$ cat config.mk
export PLATFORM = sky130hd
export DESIGN_NAME = sdram_phase_sweep
export DESIGN_NICKNAME = d
export VERILOG_FILES = /design/src/rtl/sdram_phase_pkg.sv /design/src/rtl/phase_step_pulser.sv /design/src/rtl/sdram_phase_sweep.sv
export SDC_FILE = /design/constraint.sdc
export NUM_CORES = 1
export LEC_CHECK = 0
export BUFFER_PORTS_ARGS = -buffer_cell sky130_fd_sc_hd__buf_2
export CELL_PAD_IN_SITES_DETAIL_PLACEMENT = 0
export CELL_PAD_IN_SITES_GLOBAL_PLACEMENT = 1
export CORE_MARGIN = 2
export CORE_UTILIZATION = 44
export DETAILED_ROUTE_END_ITERATION = 16
export HOLD_SLACK_MARGIN = 0.08
export PLACE_DENSITY_LB_ADDON = 0.1
export REMOVE_ABC_BUFFERS = 1
export SYNTH_ARGS = -nofsm -noshare
export SYNTH_HDL_FRONTEND = slang
export SYNTH_HIERARCHICAL = 1
export SYNTH_SLANG_ARGS = --single-unit
$ cat constraint.sdc
create_clock -name clk -period 6 [get_ports clk]
set_input_delay 0.9 -clock clk [delete_from_list [all_inputs] [get_ports clk]]
set_output_delay 0.9 -clock clk [all_outputs]
set_load 0.005 [all_outputs]
$ cat src/rtl/sdram_phase_pkg.sv
// Shared types and default timing constants for the SDRAM clock-phase sweep.
package sdram_phase_pkg;

  typedef enum logic [2:0] {
    S_IDLE,
    S_SETTLE,
    S_SNAP,
    S_MEASURE,
    S_EVAL,
    S_STEP,
    S_MOVE,
    S_FIN
  } sweep_state_e;

  typedef enum logic [1:0] {
    P_IDLE,
    P_SETUP,
    P_HIGH,
    P_LOW
  } pulse_state_e;

  localparam int unsigned STEPS_DEF   = 64;
  localparam int unsigned SETTLE_DEF  = 65536;
  localparam int unsigned PASSES_DEF  = 2;
  localparam int unsigned TIMEOUT_DEF = 1 << 26;
  localparam int unsigned PULSE_DEF   = 4;

  // Centre of the best window, biased towards its lower end; 0 when no window exists.
  function automatic logic [7:0] window_centre(input logic [7:0] lo, input logic [8:0] len);
    if (len == 9'd0) return 8'd0;
    return lo + 8'((len - 9'd1) >> 1);
  endfunction

endpackage

$ cat src/rtl/phase_step_pulser.sv
// Generates one forward PLL phase step per request: a direction set-up cycle,
// C_pulse high cycles, C_pulse low cycles, then a one-cycle ack.
module phase_step_pulser
  import sdram_phase_pkg::*;
#(
  parameter int unsigned C_pulse = PULSE_DEF
) (
  input  logic clk,
  input  logic rst_n,
  input  logic req_i,
  output logic ack_o,
  output logic fall_o,
  output logic phasestep_o,
  output logic phasedir_o
);

  localparam logic [15:0] LAST = 16'(C_pulse - 1);

  pulse_state_e state_q;
  logic [15:0]  cnt_q;
  logic         phasestep_q;
  logic         ack_q;

  always_ff @(posedge clk) begin
    if (!rst_n) begin
      state_q     <= P_IDLE;
      cnt_q       <= '0;
      phasestep_q <= 1'b0;
      ack_q       <= 1'b0;
    end else begin
      ack_q <= 1'b0;
      case (state_q)
        P_IDLE: begin
          if (req_i) state_q <= P_SETUP;
        end
        // phasedir is already stable here, one cycle ahead of the rising edge
        P_SETUP: begin
          phasestep_q <= 1'b1;
          cnt_q       <= '0;
          state_q     <= P_HIGH;
        end
        P_HIGH: begin
          if (cnt_q == LAST) begin
            phasestep_q <= 1'b0;
            cnt_q       <= '0;
            state_q     <= P_LOW;
          end else begin
            cnt_q <= cnt_q + 16'd1;
          end
        end
        P_LOW: begin
          if (cnt_q == LAST) begin
            ack_q   <= 1'b1;
            state_q <= P_IDLE;
          end else begin
            cnt_q <= cnt_q + 16'd1;
          end
        end
        default: state_q <= P_IDLE;
      endcase
    end
  end

  // Asserted in the cycle whose closing edge drops phasestep.
  assign fall_o      = (state_q == P_HIGH) && (cnt_q == LAST);
  assign ack_o       = ack_q;
  assign phasestep_o = phasestep_q;
  assign phasedir_o  = 1'b0;

endmodule

$ cat src/rtl/sdram_phase_sweep.sv
// Sweeps the SDRAM clock phase across a full PLL rotation, scores each position
// with memtester counters, then parks the PLL in the centre of the longest good window.
module sdram_phase_sweep
  import sdram_phase_pkg::*;
#(
  parameter int unsigned C_steps   = STEPS_DEF,
  parameter int unsigned C_settle  = SETTLE_DEF,
  parameter int unsigned C_passes  = PASSES_DEF,
  parameter int unsigned C_timeout = TIMEOUT_DEF,
  parameter int unsigned C_pulse   = PULSE_DEF
) (
  input  logic        clk,
  input  logic        rst_n,
  input  logic        start,
  input  logic [31:0] passcount,
  input  logic [31:0] failcount,
  output logic        phasedir,
  output logic        phasestep,
  output logic        phaseloadreg,
  output logic [7:0]  phase,
  output logic [7:0]  win_lo,
  output logic [8:0]  win_len,
  output logic        busy,
  output logic        done,
  output logic        nowin
);

  localparam logic [7:0]  PH_MASK      = 8'(C_steps - 1);
  localparam logic [31:0] SETTLE_LAST  = 32'(C_settle - 1);
  localparam logic [31:0] TIMEOUT_LAST = 32'(C_timeout - 1);
  localparam logic [31:0] PASS_TARGET  = 32'(C_passes);

  sweep_state_e state_q;
  logic [31:0]  cnt_q;
  logic [31:0]  base_pass_q;
  logic [31:0]  base_fail_q;
  logic [8:0]   run_q;
  logic [7:0]   win_lo_q;
  logic [8:0]   win_len_q;
  logic [7:0]   phase_q;
  logic [7:0]   moves_q;
  logic         good_q;
  logic         moving_q;
  logic         req_q;
  logic         busy_q;
  logic         done_q;
  logic         nowin_q;

  logic         pulse_ack;
  logic         step_fall;
  logic [31:0]  pass_delta;
  logic [8:0]   run_inc;

  // Modulo-2^32 difference keeps a wrapping memtester counter usable.
  assign pass_delta = passcount - base_pass_q;
  assign run_inc    = run_q + 9'd1;

  phase_step_pulser #(
    .C_pulse(C_pulse)
  ) u_pulser (
    .clk        (clk),
    .rst_n      (rst_n),
    .req_i      (req_q),
    .ack_o      (pulse_ack),
    .fall_o     (step_fall),
    .phasestep_o(phasestep),
    .phasedir_o (phasedir)
  );

  always_ff @(posedge clk) begin
    if (!rst_n) begin
      state_q     <= S_IDLE;
      cnt_q       <= '0;
      base_pass_q <= '0;
      base_fail_q <= '0;
      run_q       <= '0;
      win_lo_q    <= '0;
      win_len_q   <= '0;
      phase_q     <= '0;
      moves_q     <= '0;
      good_q      <= 1'b0;
      moving_q    <= 1'b0;
      req_q       <= 1'b0;
      busy_q      <= 1'b0;
      done_q      <= 1'b0;
      nowin_q     <= 1'b0;
    end else begin
      req_q <= 1'b0;
      if (step_fall) phase_q <= (phase_q + 8'd1) & PH_MASK;

      case (state_q)
        // The physical phase at start becomes logical position 0 for this sweep.
        S_IDLE: begin
          if (start) begin
            win_lo_q  <= '0;
            win_len_q <= '0;
            run_q     <= '0;
            phase_q   <= '0;
            cnt_q     <= '0;
            moving_q  <= 1'b0;
            busy_q    <= 1'b1;
            done_q    <= 1'b0;
            nowin_q   <= 1'b0;
            state_q   <= S_SETTLE;
          end
        end
        S_SETTLE: begin
          if (cnt_q == SETTLE_LAST) begin
            cnt_q   <= '0;
            state_q <= moving_q ? S_MOVE : S_SNAP;
          end else begin
            cnt_q <= cnt_q + 32'd1;
          end
        end
        S_SNAP: begin
          base_pass_q <= passcount;
          base_fail_q <= failcount;
          cnt_q       <= '0;
          state_q     <= S_MEASURE;
        end
        S_MEASURE: begin
          if (pass_delta >= PASS_TARGET) begin
            good_q  <= (failcount == base_fail_q);
            state_q <= S_EVAL;
          end else if (cnt_q == TIMEOUT_LAST) begin
            good_q  <= 1'b0;
            state_q <= S_EVAL;
          end else begin
            cnt_q <= cnt_q + 32'd1;
          end
        end
        // Strictly-greater keeps the earliest of equally long windows.
        S_EVAL: begin
          if (good_q) begin
            run_q <= run_inc;
            if (run_inc > win_len_q) begin
              win_len_q <= run_inc;
              win_lo_q  <= phase_q - 8'(run_inc) + 8'd1;
            end
          end else begin
            run_q <= '0;
          end
          if (phase_q == PH_MASK) begin
            state_q <= S_MOVE;
          end else begin
            req_q   <= 1'b1;
            state_q <= S_STEP;
          end
        end
        S_STEP: begin
          if (pulse_ack) begin
            cnt_q   <= '0;
            state_q <= S_SETTLE;
          end
        end
        // First visit computes the forward distance; later visits issue one step each.
        S_MOVE: begin
          if (!moving_q) begin
            moving_q <= 1'b1;
            moves_q  <= (window_centre(win_lo_q, win_len_q) - phase_q) & PH_MASK;
          end else if (moves_q == 8'd0) begin
            state_q <= S_FIN;
          end else begin
            moves_q <= moves_q - 8'd1;
            req_q   <= 1'b1;
            state_q <= S_STEP;
          end
        end
        S_FIN: begin
          busy_q   <= 1'b0;
          done_q   <= 1'b1;
          nowin_q  <= (win_len_q == 9'd0);
          moving_q <= 1'b0;
          state_q  <= S_IDLE;
        end
        default: state_q <= S_IDLE;
      endcase
    end
  end

  assign phaseloadreg = 1'b0;
  assign phase        = phase_q;
  assign win_lo       = win_lo_q;
  assign win_len      = win_len_q;
  assign busy         = busy_q;
  assign done         = done_q;
  assign nowin        = nowin_q;

endmodule

==> results of run 1 <==
placed cells by master (no fill, tap or decap), drive strengths merged, types with 6 or more instances in the layout:
master	Yosys	layout
nand2	258	258
dfxtp	167	167
buf	13	107
inv	88	94
a21oi	88	88
nor2	86	86
a21boi	77	77
ha	74	74
nand3	67	67
o21ai	60	60
xor2	55	55
nor3	36	36
xnor2	32	32
nor2b	28	28
nand4	26	26
nor4	26	26
o21a	22	22
and3	22	22
and2	19	19
clkbuf	67	18
a21o	18	18
o32ai	17	17
nand2b	16	16
a22oi	16	16
or3	14	14
o211ai	14	14
a31oi	12	12
o2111ai	12	12
a211oi	12	12
o31ai	11	11
and4	10	10
mux2i	9	9
clkinv	1	9
o22ai	8	8
or2	8	8
o21bai	7	7
o311ai	6	6
per-layer routing:
layer | up-vias | global-route usage [%]
met5 | - | 0
met4 | 0 | 4.65
met3 | 19 | 3.03
met2 | 194 | 36.0
met1 | 5039 | 31.1
li1 | 5622 | -
per-stage QoR:
stage          setup WS (ns)  cell area (um^2)  hold slack [ns]  instances
3_5_place_dp            1.24             12500            0.457       1924
5_1_grt                 1.48             13100            0.485       1956
3_3_place_gp            1.34             12500            0.450       1924
4_1_cts                 1.70             13100            0.467       1956
2_1_floorplan           1.40             11500            0.443       1476
6_report                1.71             13100            0.462       1956
cells by family after synthesis:
| family | share of synthesized area (%) |
|---|---|
| AOI/OAI and AO/OA | 23.6 |
| xor gates and xnor gates | 6.41 |
| adders and majority gates | 8.46 |
| buffers and inverters | 5.89 |
| DFF | 28.1 |
| muxes | 1.07 |
| other | 0.0632 |
| and+or+nand+nor | 26.4 |
area by class of cell:
type,instances,area (um^2)
clock buffers,18,429
clock inverters,14,180
fillers,2719,13600
inverters,89,334
multi-input cells,1220,7850
flip-flops and latches,167,3340
well taps,341,427
repair buffers,107,568
critical path, cell delays in order:
cell and delay [ns]:
buf_2 0.09, inv_1 0.04, ha_1 0.21, fa_1 0.41, nand2b_1 0.18, a21o_1 0.21, a32o_1 0.29, mux2_4 0.29
or4_1 0.40, a2111o_1 0.39, nor4_4 0.36, nand4_1 0.12, and2_1 0.18, buf_4 0.25, o32ai_1 0.31
worst max path at each step:
stage / start / endpoint / slack (ns) / depth (start not counted)
6_report: passcount[0] / cnt_q[19] / 1.71 / 15
5_1_grt: passcount[0] / cnt_q[19] / 1.48 / 15
4_1_cts: passcount[0] / cnt_q[19] / 1.70 / 15
3_5_place_dp: passcount[0] / cnt_q[19] / 1.24 / 15
3_3_place_gp: passcount[0] / cnt_q[3] / 1.34 / 15
2_1_floorplan: passcount[0] / cnt_q[19] / 1.40 / 13
flip-flops by register name, indices dropped and copies added, names as in the netlist, 2 cells and up:
register	count
base_fail_q	32
base_pass_q	32
cnt_q	32
u_pulser/cnt_q	16
run_q	9
win_len	9
moves_q	8
phase	8
win_lo	8
state_q	3
u_pulser/state_q	2
power breakdown:
part / internal, uW / total [uW] / switching (uW) / leakage, uW
Combinational: 503 / 1420 / 920 / 0.00334
Sequential: 1210 / 1280 / 68.4 / 0.00135
Clock: 567 / 1130 / 566 / 0.000293
Total: 2280 / 3830 / 1550 / 0.00498
==> flow_summary.ini, run 1 <==
[clocking]
clk_latency_ns = 0.44
h-tree-depth = 4
cts.sinks = 167
postCtsSetupRepairBufs = 0
cts_root_buf = clkbuf_16
clock_path_buffers = 2
cts_buffers = 17
clk_pin_slew_ns = 0.08
cts-resized-gates = 0
cts_hold_buffers = 0
cts_tree = yes

[synth]
post_synth.cell_area_avg_um2 = 7.64
synthArstFlopShare_pct = 0
yosys_warnings = 6
synthCells = 1556
yosys.cell_count.top_type = nand2_1
yosys.area.top_type_share_pct = 28.1
synth_edf_count = 0
yosys-top-cells-area = dfxtp_1 28%, nand2_1 8.1%, ha_1 7.8%, a21boi_0 4.9%, xor2_1 4.1%
synth_area_um2 = 11900
synth-seq-area-share_pct = 28.1
yosysTopAreaCell = dfxtp_1
synth.distinct_cells = 90
ys_ff_latch = 167
synthFlopType = dfxtp_1
yosys-top-cells-count = 258 x nand2_1, 167 x dfxtp_1, 88 x inv_1

[die]
dieArea_um2 = 28400
core_region_area_um2 = 26700
start_util_pct = 44.5
dieHeight_um = 168
ioPinCount = 98
die_w_um = 168
num_rows = 60

[critical_path]
reg2reg_slack_ns = 1.98
worst-r2r-cell-count = 13
cp.arrival_ns = 4.63
start_kind = primary input
r2r_end = cnt_q[19]
endpoint_kind = flop
cp_max_fo = 30
worstReg2RegStart = base_pass_q[0]
crit_type = in2reg
worst-endpoint-required_ns = 6.34

[sta]
max_slew.worst_pin.slew_ns = 0.923
relSlewSlack_pct = 38.3
setup_viol = 0
fmax_ghz = 0.233
fin_crit_sh_pct = 71.6
drv_slew = 0
finalClockSkew_ns = 0.0212
hold_viol = 0
finalCriticalPeriod_ns = 4.29
setup_tns_ns = 0
rsz0062_at_grt = no

[drt]
drtIter0Drc = 727
met1_length_um = 15600
routed_via_density = 5.56
route.detailed.drc = 0
via_count = 10874
topRoutingLayerUsed = met4
finalWirelength_um = 31000
met3_length_um = 1190
ant_nets = 0
wl_per_cell_um = 15.8
met2_length_um = 13900
dr.pass1.iters = 5

[min_path]
hold_class = reg2reg
whs_path_depth = 2
min_to = base_pass_q[3]
worstHoldStart = base_pass_q[3]

[global_route]
grt-ovfl-total = 0
grt_pass1_wl_um = 52300
grtUsageTotal_pct = 22.1
grt_pass1_vias = 10264
grt_max_degree = 69
antenna_found_initial = 0

[layout]
nets = 1747
final_util_pct = 49.1
drive_above_1_share_pct = 11.5
n_antenna_cell = 0
syn_to_final_growth_pct = 10.4

[power_and_ir_drop]
powerDensity_nw_per_um2 = 292
power.total_uw = 3830
p_leak_uw = 0.00498
vdd.ir_drop.worst_v = 0.000236

[placed_design]
io_buffers = 95
gp_congestion = 0.885
dp_hpwl_um = 22400

[job]
maxCapViolations = 0

[run_status]
outcome = complete, no violations
No activity file was read; power rests on OpenSTA's default activity.
==> run 2, diff against run 1 <==
Clock period 6 ns to 4 ns, I/O delays scaled along.
==> run 2 against run 1 <==
  * Non-clock buffer count grew 65
  * Final cell count grew 3.3%
  * Die area unchanged
  * Core utilization rose by 2.2 points
  * Design area is 4.4% higher
  * Critical path depth down 1
  * Routed wire length up 2.1%
  * Hold slack lost 0.039 ns
  * Critical endpoint is now cnt_q[3]
  * Highest routed layer unchanged
  * Largest cell class unchanged
  * Sequential power grew 50%
  * Global-route usage grew 0.44 points
  * Count of clock-buffer cells in the layout unchanged
==> flow_summary.ini, run 2 (synthesis gave the netlist of run 1 again) <==
[drt]
routed_via_density = 5.52
route.detailed.drc = 0
wl_per_cell_um = 15.7
dr.pass1.iters = 5
via_count = 11152
ant_nets = 0
drtIter0Drc = 684
finalWirelength_um = 31600

[clocking]
h-tree-depth = 4
cts_tree = yes
cts_root_buf = clkbuf_16
clock_path_buffers = 2
cts_hold_buffers = 0
cts_buffers = 17
clk_pin_slew_ns = 0.08
cts.sinks = 167
clk_latency_ns = 0.44

[layout]
drive_above_1_share_pct = 15.5
layout_common_cells = 257 x nand2_1, 167 x dfxtp_1, 94 x buf_2
final_util_pct = 51.3
n_antenna_cell = 0
syn_to_final_growth_pct = 15.3
final_common_cell = nand2_1
top_regs = base_fail_q x32, base_pass_q x32, cnt_q x32
nets = 1812

[placed_design]
place_ws_ns = -0.274
dp_hpwl_um = 23600
gp_congestion = 0.912
io_buffers = 95

[global_route]
grt_pass1_vias = 10496
grt_max_degree = 65
grt-ovfl-total = 0
grt_pass1_wl_um = 53100
antenna_found_initial = 0
grtUsageTotal_pct = 22.5

[sta]
drv_slew = 0
relSlewSlack_pct = 37.5
hold_viol = 0
finalCriticalPeriod_ns = 3.82
max_slew.worst_pin.slew_ns = 0.936
fin_crit_sh_pct = 95.6
finalClockSkew_ns = 0.0200
setup_viol = 0
fmax_ghz = 0.262
rsz0062_at_grt = no
final.setup.worst_slack_ns = 0.176

[power_and_ir_drop]
vdd.ir_drop.worst_v = 0.000323
powerDensity_nw_per_um2 = 436
p_leak_uw = 0.00533

[die]
ioPinCount = 98
dieHeight_um = 168
dieArea_um2 = 28400
die_w_um = 168
start_util_pct = 44.5
core_region_area_um2 = 26700
num_rows = 60

[critical_path]
endpoint_kind = flop
worst-endpoint-required_ns = 4.31
cp_max_fo = 12
cp_slowest_cell = or4_1
critical_path.top_delay_family = simple AND/OR/NAND/NOR gates
crit_chain = ha_1 > fa_2 > nand2b_1 > a21o_1 > a32o_2 > mux2_4 > or4_1 > a2111o_1 > nor4_4 > nand4_1 > buf_6 > buf_12 > a21boi_0 > o32ai_1
cp.arrival_ns = 4.14
path_buf_inv = 2
crit_type = reg2reg
cpPeakStageDelay_ns = 0.40
start_kind = flop

[job]
maxCapViolations = 0

[run_status]
outcome = complete, no violations

[min_path]
hold_class = in2reg
==> run 2: changes by cell type in the layout (fill, tap and decap cells not counted), moves of 2 or more <==
cell / delta
buf_12: +2
a21oi_2: +2
a22oi_2: +2
a22oi_1: -2
a21boi_0: -2
buf_4: +61
a21boi_1: +2
a21oi_1: -2
==> run 2: cell type report <==
class                   count  area [um^2]
clock inverters            14          178
multi-input cells        1220         7890
well taps                 341          427
flip-flops and latches    167         3340
clock buffers              18          439
repair buffers            172         1100
fillers                  2684        13000
inverters                  89          334
==> run 2: path summary, 6_finish.rpt <==
kind,endpoint,start,depth (start not counted),slack [ns]
min reg2reg,base_pass_q[27],base_pass_q[27],2,0.46
max,cnt_q[3],base_pass_q[0],14,0.18
max reg2reg,cnt_q[3],base_pass_q[0],14,0.18
min,base_fail_q[4],failcount[4],3,0.42
==> run 2: power by group <==
part	internal (uW)	leakage, uW	switching [uW]
logic	918	0.00368	1420
clock network	869	0.000298	849
registers	1810	0.00135	112
total	3600	0.00533	2380
==> run 2: metrics by stage <==
stage	power (uW)	setup TNS (ns)	std cells	instance area (um^2)	hold WS (ns)
after floorplan	3460	-6.96	1476	11500	0.443
after global placement	4250	-5.62	1987	13000	0.450
after detailed placement	4280	-7.18	1987	13000	0.456
after CTS	6020	0	2019	13600	0.402
after global routing	6420	0	2021	13700	0.411
final	5980	0	2021	13700	0.423
==> run 2: repair_timing <==
| action | CTS | global route |
|---|---|---|
| resized for setup | 0 | 15 |
| hold endpoints to repair | 0 | 0 |
| endpoints found under the setup margin | 0 | 17 |
| setup buffers | 0 | 1 |
==> run 2: worst register-to-register path, delay by kind of cell (launching register included) <==
family | cells | cell delay, ns
simple gates | 4 | 1.11
compound gates | 5 | 1.12
fa+ha+maj | 2 | 0.55
flops | 1 | 0.32
mux | 1 | 0.29
buf+inv | 2 | 0.32
==> run 2: layer usage <==
metal | wire (um) | part of all wire [%] | up-vias | GRT usage (%)
li1 | - | - | 5755 | -
met1 | 15900 | 50 | 5206 | 32.0
met2 | 14500 | 46 | 168 | 36.7
met3 | 878 | 2.8 | 23 | 2.77
met4 | 358 | 1.1 | 0 | 4.76
met5 | 0 | 0 | - | 0
